`src/rtl/packet_pkg.sv`:
```
// Shared packet definitions for the 4-port switch and its egress stages.
// The pkt_t layout matches the switch output concatenation {data, target, source}.
package packet_pkg;

   localparam int DATA_WIDTH = 8;
   localparam int ADDR_WIDTH = 4;

   typedef struct packed {
      logic [DATA_WIDTH-1:0] data;
      logic [ADDR_WIDTH-1:0] target;
      logic [ADDR_WIDTH-1:0] source;
   } pkt_t;

   function automatic logic is_onehot(input logic [ADDR_WIDTH-1:0] addr);
      return (addr != '0) && ((addr & (addr - ADDR_WIDTH'(1))) == '0);
   endfunction

endpackage

```
`src/rtl/sync_fifo.sv`:
```
// First-word-fall-through synchronous FIFO of pkt_t entries.
// The head entry is read combinationally from the storage registers.
module sync_fifo
   import packet_pkg::*;
#(
   parameter int WIDTH = $bits(pkt_t),
   parameter int DEPTH = 8
) (
   input  logic                       clk,
   input  logic                       rst,
   input  logic                       push,
   input  logic [WIDTH-1:0]           wdata,
   input  logic                       pop,
   output logic [WIDTH-1:0]           rdata,
   output logic                       full,
   output logic                       empty,
   output logic [$clog2(DEPTH):0]     level
);

   localparam int AW = $clog2(DEPTH);
   localparam int LW = AW + 1;

   logic [WIDTH-1:0] mem_q [DEPTH];
   logic [AW-1:0]    wr_ptr_q, wr_ptr_d;
   logic [AW-1:0]    rd_ptr_q, rd_ptr_d;
   logic [LW-1:0]    level_q, level_d;
   logic             do_push;
   logic             do_pop;

   assign full  = (level_q == LW'(DEPTH));
   assign empty = (level_q == '0);
   assign level = level_q;
   assign rdata = mem_q[rd_ptr_q];

   // A pop on a full FIFO frees the slot the same-cycle push writes into.
   assign do_pop  = pop & ~empty;
   assign do_push = push & (~full | do_pop);

   always_comb begin
      wr_ptr_d = wr_ptr_q;
      rd_ptr_d = rd_ptr_q;
      level_d  = level_q;
      if (do_push) wr_ptr_d = wr_ptr_q + 1'b1;
      if (do_pop)  rd_ptr_d = rd_ptr_q + 1'b1;
      unique case ({do_push, do_pop})
         2'b10:   level_d = level_q + 1'b1;
         2'b01:   level_d = level_q - 1'b1;
         default: level_d = level_q;
      endcase
   end

   always_ff @(posedge clk) begin
      if (rst) begin
         wr_ptr_q <= '0;
         rd_ptr_q <= '0;
         level_q  <= '0;
      end else begin
         wr_ptr_q <= wr_ptr_d;
         rd_ptr_q <= rd_ptr_d;
         level_q  <= level_d;
      end
   end

   always_ff @(posedge clk) begin
      if (do_push) mem_q[wr_ptr_q] <= wdata;
   end

endmodule

```
`src/rtl/egress_port_buffer.sv`:
```
// Per-port egress stage: route check, FIFO buffering and drain to the sink.
// The switch cannot be backpressured, so misroutes and overflow are counted here.
module egress_port_buffer
   import packet_pkg::*;
#(
   parameter int PORT_ID   = 0,
   parameter int DEPTH     = 8,
   parameter int CNT_WIDTH = 16
) (
   input  logic                    clk,
   input  logic                    rst,
   input  logic                    valid_in,
   input  logic [ADDR_WIDTH-1:0]   source_in,
   input  logic [ADDR_WIDTH-1:0]   target_in,
   input  logic [DATA_WIDTH-1:0]   data_in,
   output logic                    out_valid,
   input  logic                    out_ready,
   output logic [ADDR_WIDTH-1:0]   out_source,
   output logic [ADDR_WIDTH-1:0]   out_target,
   output logic [DATA_WIDTH-1:0]   out_data,
   output logic                    full,
   output logic                    empty,
   output logic [$clog2(DEPTH):0]  level,
   output logic [CNT_WIDTH-1:0]    pkt_cnt,
   output logic [CNT_WIDTH-1:0]    drop_cnt,
   output logic [CNT_WIDTH-1:0]    misroute_cnt
);

   localparam logic [ADDR_WIDTH-1:0] MY_ADDR = ADDR_WIDTH'(1) << PORT_ID;

   pkt_t in_pkt;
   pkt_t head_pkt;
   logic route_ok;
   logic push;
   logic pop;
   logic misroute;
   logic drop;

   logic [CNT_WIDTH-1:0] pkt_cnt_q, pkt_cnt_d;
   logic [CNT_WIDTH-1:0] drop_cnt_q, drop_cnt_d;
   logic [CNT_WIDTH-1:0] misroute_cnt_q, misroute_cnt_d;

   assign in_pkt = '{data: data_in, target: target_in, source: source_in};

   assign route_ok = is_onehot(target_in) && is_onehot(source_in)
                     && (target_in == MY_ADDR);

   assign out_valid = ~empty;
   assign pop       = out_valid & out_ready;
   assign push      = valid_in & route_ok & (~full | pop);
   assign misroute  = valid_in & ~route_ok;
   assign drop      = valid_in & route_ok & full & ~pop;

   sync_fifo #(
      .WIDTH ($bits(pkt_t)),
      .DEPTH (DEPTH)
   ) u_fifo (
      .clk   (clk),
      .rst   (rst),
      .push  (push),
      .wdata (in_pkt),
      .pop   (pop),
      .rdata (head_pkt),
      .full  (full),
      .empty (empty),
      .level (level)
   );

   assign out_source = head_pkt.source;
   assign out_target = head_pkt.target;
   assign out_data   = head_pkt.data;

   // Statistics saturate at all-ones instead of wrapping.
   always_comb begin
      pkt_cnt_d      = pkt_cnt_q;
      drop_cnt_d     = drop_cnt_q;
      misroute_cnt_d = misroute_cnt_q;
      if (pop && pkt_cnt_q != '1)
         pkt_cnt_d = pkt_cnt_q + 1'b1;
      if (drop && drop_cnt_q != '1)
         drop_cnt_d = drop_cnt_q + 1'b1;
      if (misroute && misroute_cnt_q != '1)
         misroute_cnt_d = misroute_cnt_q + 1'b1;
   end

   always_ff @(posedge clk) begin
      if (rst) begin
         pkt_cnt_q      <= '0;
         drop_cnt_q     <= '0;
         misroute_cnt_q <= '0;
      end else begin
         pkt_cnt_q      <= pkt_cnt_d;
         drop_cnt_q     <= drop_cnt_d;
         misroute_cnt_q <= misroute_cnt_d;
      end
   end

   assign pkt_cnt      = pkt_cnt_q;
   assign drop_cnt     = drop_cnt_q;
   assign misroute_cnt = misroute_cnt_q;

endmodule

```
`config.mk`:
```
export PLATFORM = sky130hd
export DESIGN_NAME = egress_port_buffer
export DESIGN_NICKNAME = d
export VERILOG_FILES = /design/src/rtl/packet_pkg.sv /design/src/rtl/sync_fifo.sv /design/src/rtl/egress_port_buffer.sv
export SDC_FILE = /design/constraint.sdc
export NUM_CORES = 1
export LEC_CHECK = 0
export CAP_MARGIN = 10
export CORE_UTILIZATION = 45
export DETAILED_ROUTE_END_ITERATION = 10
export DONT_BUFFER_PORTS = 1
export SYNTH_ARGS = -nofsm -noshare
export SYNTH_HDL_FRONTEND = slang
export SYNTH_SLANG_ARGS = --single-unit
export TNS_END_PERCENT = 100
```
`constraint.sdc`:
```
create_clock -name clk -period 8.6 [get_ports clk]
set_input_delay 1.72 -clock clk [delete_from_list [all_inputs] [get_ports clk]]
set_output_delay 1.72 -clock clk [all_outputs]
set_load 0.01 [all_outputs]
```
==> flow_metrics.tcl <==
set metrics [dict create \
    synth_enable_flop_cells 128 \
    placed_cells_incl_taps 772 \
    via_count_of_the_first_global_routing_pass 4726 \
    multiInputGateArea_mm2 0.002736 \
    worst_slew_pin_slew_ns 0.9129 \
    worst_hold_path_type "flop to flop" \
    fillerInstances 1503 \
    cp-end-kind "flop" \
    clock_sinks 189 \
    timing.final.crit_share 0.4765 \
    first_pass_grt_wire_length_um 24450 \
    cts.reportedPaths.clkPinSlew_ns 0.06 \
    synth_seq_cells 189 \
    syn_inst 558 \
    cts.repair.resized 0 \
    peakVddDrop_mv 0.1458 \
    worst-endpoint-arrival_ns 4.45 \
    route.detailed.wl_per_inst_um 19.25 \
    synth.lib_cells_used.distinct 53 \
    cts_tree "built" \
    min_from "u_fifo.rd_ptr_q[1]$_SDFFE_PP0P_" \
    initial_core_util 0.4599 \
    dp_hpwl_um 9636 \
    drt_iter0_drc 183 \
    critical-path-slowest-cell "sky130_fd_sc_hd__nor3_1" \
    synth_top_flop_cell "sky130_fd_sc_hd__edfxtp_1" \
    crit_fanout 9 \
    final_sum_of_negative_setup_slack_ns 0 \
    number_of_cells_traversed_by_the_worst_register_to_register_path 11 \
    crit_end "u_fifo.level[2]$_SDFFE_PP0P_" \
    cts_setup_buffers 0 \
    finalHoldViolCount 0 \
    num_rows 48 \
    yosysTopAreaCellShare 0.4848 \
    number_of_design_rule_violations_left_after_detail_routing 0 \
    cellLeakagePower_uw 0.002711 \
    routed_wl_um 15480 \
    drive_above_1_share 0.1831 \
    port_buffers 0 \
    worstPathCellList "nor4b_2, nand3_1, nor3_1, inv_1, ha_1, xor2_1, ha_1, a21oi_1, xor2_1, or3_1, a21oi_1" \
    maximum_number_of_pins_on_one_net_before_global_route_repair 66 \
    final-max-slew-violation-count 0 \
    worst_path_largest_cell_delay_ns 0.53 \
    clkLatencyLatePin_ns 0.43 \
    hold-worst-slack_ns 0.4722 \
    ctsLongestPathBuffers 2 \
    outcome "completed" \
    rsz0062_at_grt "false" \
    h-tree-depth 4 \
    worst_setup_path_startpoint "target_in[1]" \
    post_synth_main_area_contributors "sky130_fd_sc_hd__edfxtp_1 (48%), sky130_fd_sc_hd__dfxtp_1 (15%), sky130_fd_sc_hd__mux4_2 (9.1%)" \
    area_delta_synth_final_pct 10.75 \
    cp_top_family "simple AND/OR/NAND/NOR gates" \
    die_footprint_mm2 0.01815 \
    layout_commonest_cell "sky130_fd_sc_hd__edfxtp_1" \
    dieHeight_um 134.7 \
    register_area_mm2 0.005067 \
    antenna_violating_nets_post_route 0 \
    design.portCount 91 \
    most-common-layout-cells "sky130_fd_sc_hd__edfxtp_1 (128), sky130_fd_sc_hd__dfxtp_1 (59), sky130_fd_sc_hd__nor2_1 (46), sky130_fd_sc_hd__mux4_2 (32), sky130_fd_sc_hd__a21oi_1 (27)" \
    antenna_violations_before_repair 0 \
    critPathBufInv 1 \
    die_width_um 134.7 \
    layout.nets 594 \
    fmax_mhz 244.0 \
    grt_overflow_total 0 \
    power_density_mw_per_mm2 199.8 \
    total_clock_buffers_created_by_cts 17 \
    worst_r2r_startpoint "u_fifo.level[0]$_SDFFE_PP0P_" \
    via_count 4621 \
    cts_hold_buf 0 \
    synth_sequential_area_ratio 0.6389 \
    routabilityCongestion 0.7899 \
    finalWorstPathRequiredPeriod_ns 4.098 \
    synth.net_count 586 \
    cp_data_required_time_ns 8.95 \
    cts_root_buf "sky130_fd_sc_hd__clkbuf_16" \
    antennaDiodeCount 0 \
    drv.max_cap_violation_count 0 \
    count_of_endpoints_failing_setup_in_the_final_report 0 \
    core_outline_area_mm2 0.01724 \
    ys_warn_count 0 \
    grt.total_usage 0.1810 \
    timing.clock.skew_ns 0.009006 \
    rrSetupSlack_ns 5.60 \
    avg_cell_area_syn_um2 14.21 \
    relSlewSlack 0.3858 \
    final-instance-count-excl-fill 804 \
    reg2reg_to "u_fifo.level[2]$_SDFFE_PP0P_" \
    mappedNetlistArea_mm2 0.007928 \
    drt_pass1_iterations 6 \
    async_reset_ff_frac 0 \
    critical_path_depth 11 \
    post-layout-total-power_uw 1755 \
    detail_route.vias_per_cell 5.748 \
    worstSetupPathType "primary input to flop" \
    critPathLaunchType "primary input" \
    synth_largest_area_cell "sky130_fd_sc_hd__edfxtp_1" \
]
[kinds of logic after synthesis]
logic type / synth area share
buffers and inverters: 0.01720
adders and majority gates: 0.01263
and+or+nand+nor: 0.1253
DFF: 0.6389
AOI/OAI and AO/OA: 0.05429
xor gates and xnor gates: 0.02320
muxes: 0.1285
[worst min-delay path: cells and delay by family (launching register included)]
family             cells  cell delay (ns)
AOI/OAI and AO/OA      1             0.07
and+or+nand+nor        1             0.05
DFF                    1             0.31
[area by class of cell]
class / count / share of cell area
clock inverter: 13 / 0.01610
tap: 225 / 0.03206
sequential: 189 / 0.5772
timing repair buffer: 11 / 0.009406
multi-input combinational: 337 / 0.3117
inverter: 10 / 0.004275
clock buffer: 19 / 0.04931
[routing by layer]
| metal | vias to the layer above | track usage | part of all wire |
|---|---|---|---|
| met2 | 125 | 0.2984 | 0.49 |
| met1 | 2297 | 0.2176 | 0.43 |
| met5 | - | 0 | 0 |
| met3 | 21 | 0.06381 | 0.069 |
| met4 | 0 | 0.06991 | 0.015 |
| li1 | 2178 | - | - |
[per-stage QoR]
step	worst slack, ns	cell area, µm²	utilization
floorplan	4.199	7928	-
global placement	4.223	8205	0.4760
detailed placement	4.041	8205	0.4760
CTS	4.471	8780	0.5094
global route	4.189	8780	0.5094
finish	4.502	8780	0.5094
[power by group]
| group | internal [µW] | leakage, µW | switching [µW] |
|---|---|---|---|
| Clock | 429 | 0.000262 | 333 |
| Sequential | 970 | 0.00164 | 2.99 |
| Combinational | 8.97 | 0.000807 | 9.94 |
| Total | 1410 | 0.00271 | 346 |
[synthesized netlist by cell type, types with 2 or more instances]
cell / count
sky130_fd_sc_hd__a21oi_1: 27
sky130_fd_sc_hd__a31oi_1: 2
sky130_fd_sc_hd__and3_1: 7
sky130_fd_sc_hd__and4_1: 3
sky130_fd_sc_hd__buf_1: 4
sky130_fd_sc_hd__buf_6: 2
sky130_fd_sc_hd__clkbuf_1: 15
sky130_fd_sc_hd__dfxtp_1: 61
sky130_fd_sc_hd__edfxtp_1: 128
sky130_fd_sc_hd__ha_1: 8
sky130_fd_sc_hd__inv_1: 10
sky130_fd_sc_hd__mux2_2: 22
sky130_fd_sc_hd__mux2i_1: 5
sky130_fd_sc_hd__mux4_2: 32
sky130_fd_sc_hd__nand2_1: 25
sky130_fd_sc_hd__nand2b_1: 6
sky130_fd_sc_hd__nand3_1: 20
sky130_fd_sc_hd__nand4_1: 9
sky130_fd_sc_hd__nand4b_1: 7
sky130_fd_sc_hd__nor2_1: 46
sky130_fd_sc_hd__nor2b_1: 8
sky130_fd_sc_hd__nor3_1: 12
sky130_fd_sc_hd__nor4_1: 4
sky130_fd_sc_hd__nor4b_1: 2
sky130_fd_sc_hd__o2111ai_1: 4
sky130_fd_sc_hd__o211ai_1: 2
sky130_fd_sc_hd__o21a_1: 2
sky130_fd_sc_hd__o21ai_0: 16
sky130_fd_sc_hd__o31ai_1: 7
sky130_fd_sc_hd__or3_1: 12
sky130_fd_sc_hd__or4_1: 9
sky130_fd_sc_hd__xnor2_1: 5
sky130_fd_sc_hd__xor2_1: 16
[flip-flops by register name (all words and copies together), names as in the netlist, named ones only]
name	cells
u_fifo.wr_ptr_q	3
pkt_cnt	16
u_fifo.mem_q	128
drop_cnt	16
u_fifo.rd_ptr_q	3
u_fifo.level	4
misroute_cnt	16
[how the worst min path moves through the flow]
stage / slack [ns] / endpoint / cells after the start
floorplan: 0.45 / flop / 2
global placement: 0.45 / flop / 2
detailed placement: 0.47 / flop / 2
CTS: 0.48 / flop / 2
global route: 0.51 / flop / 2
finish: 0.47 / flop / 2
Note: power is estimated with default switching activity, not from simulation.
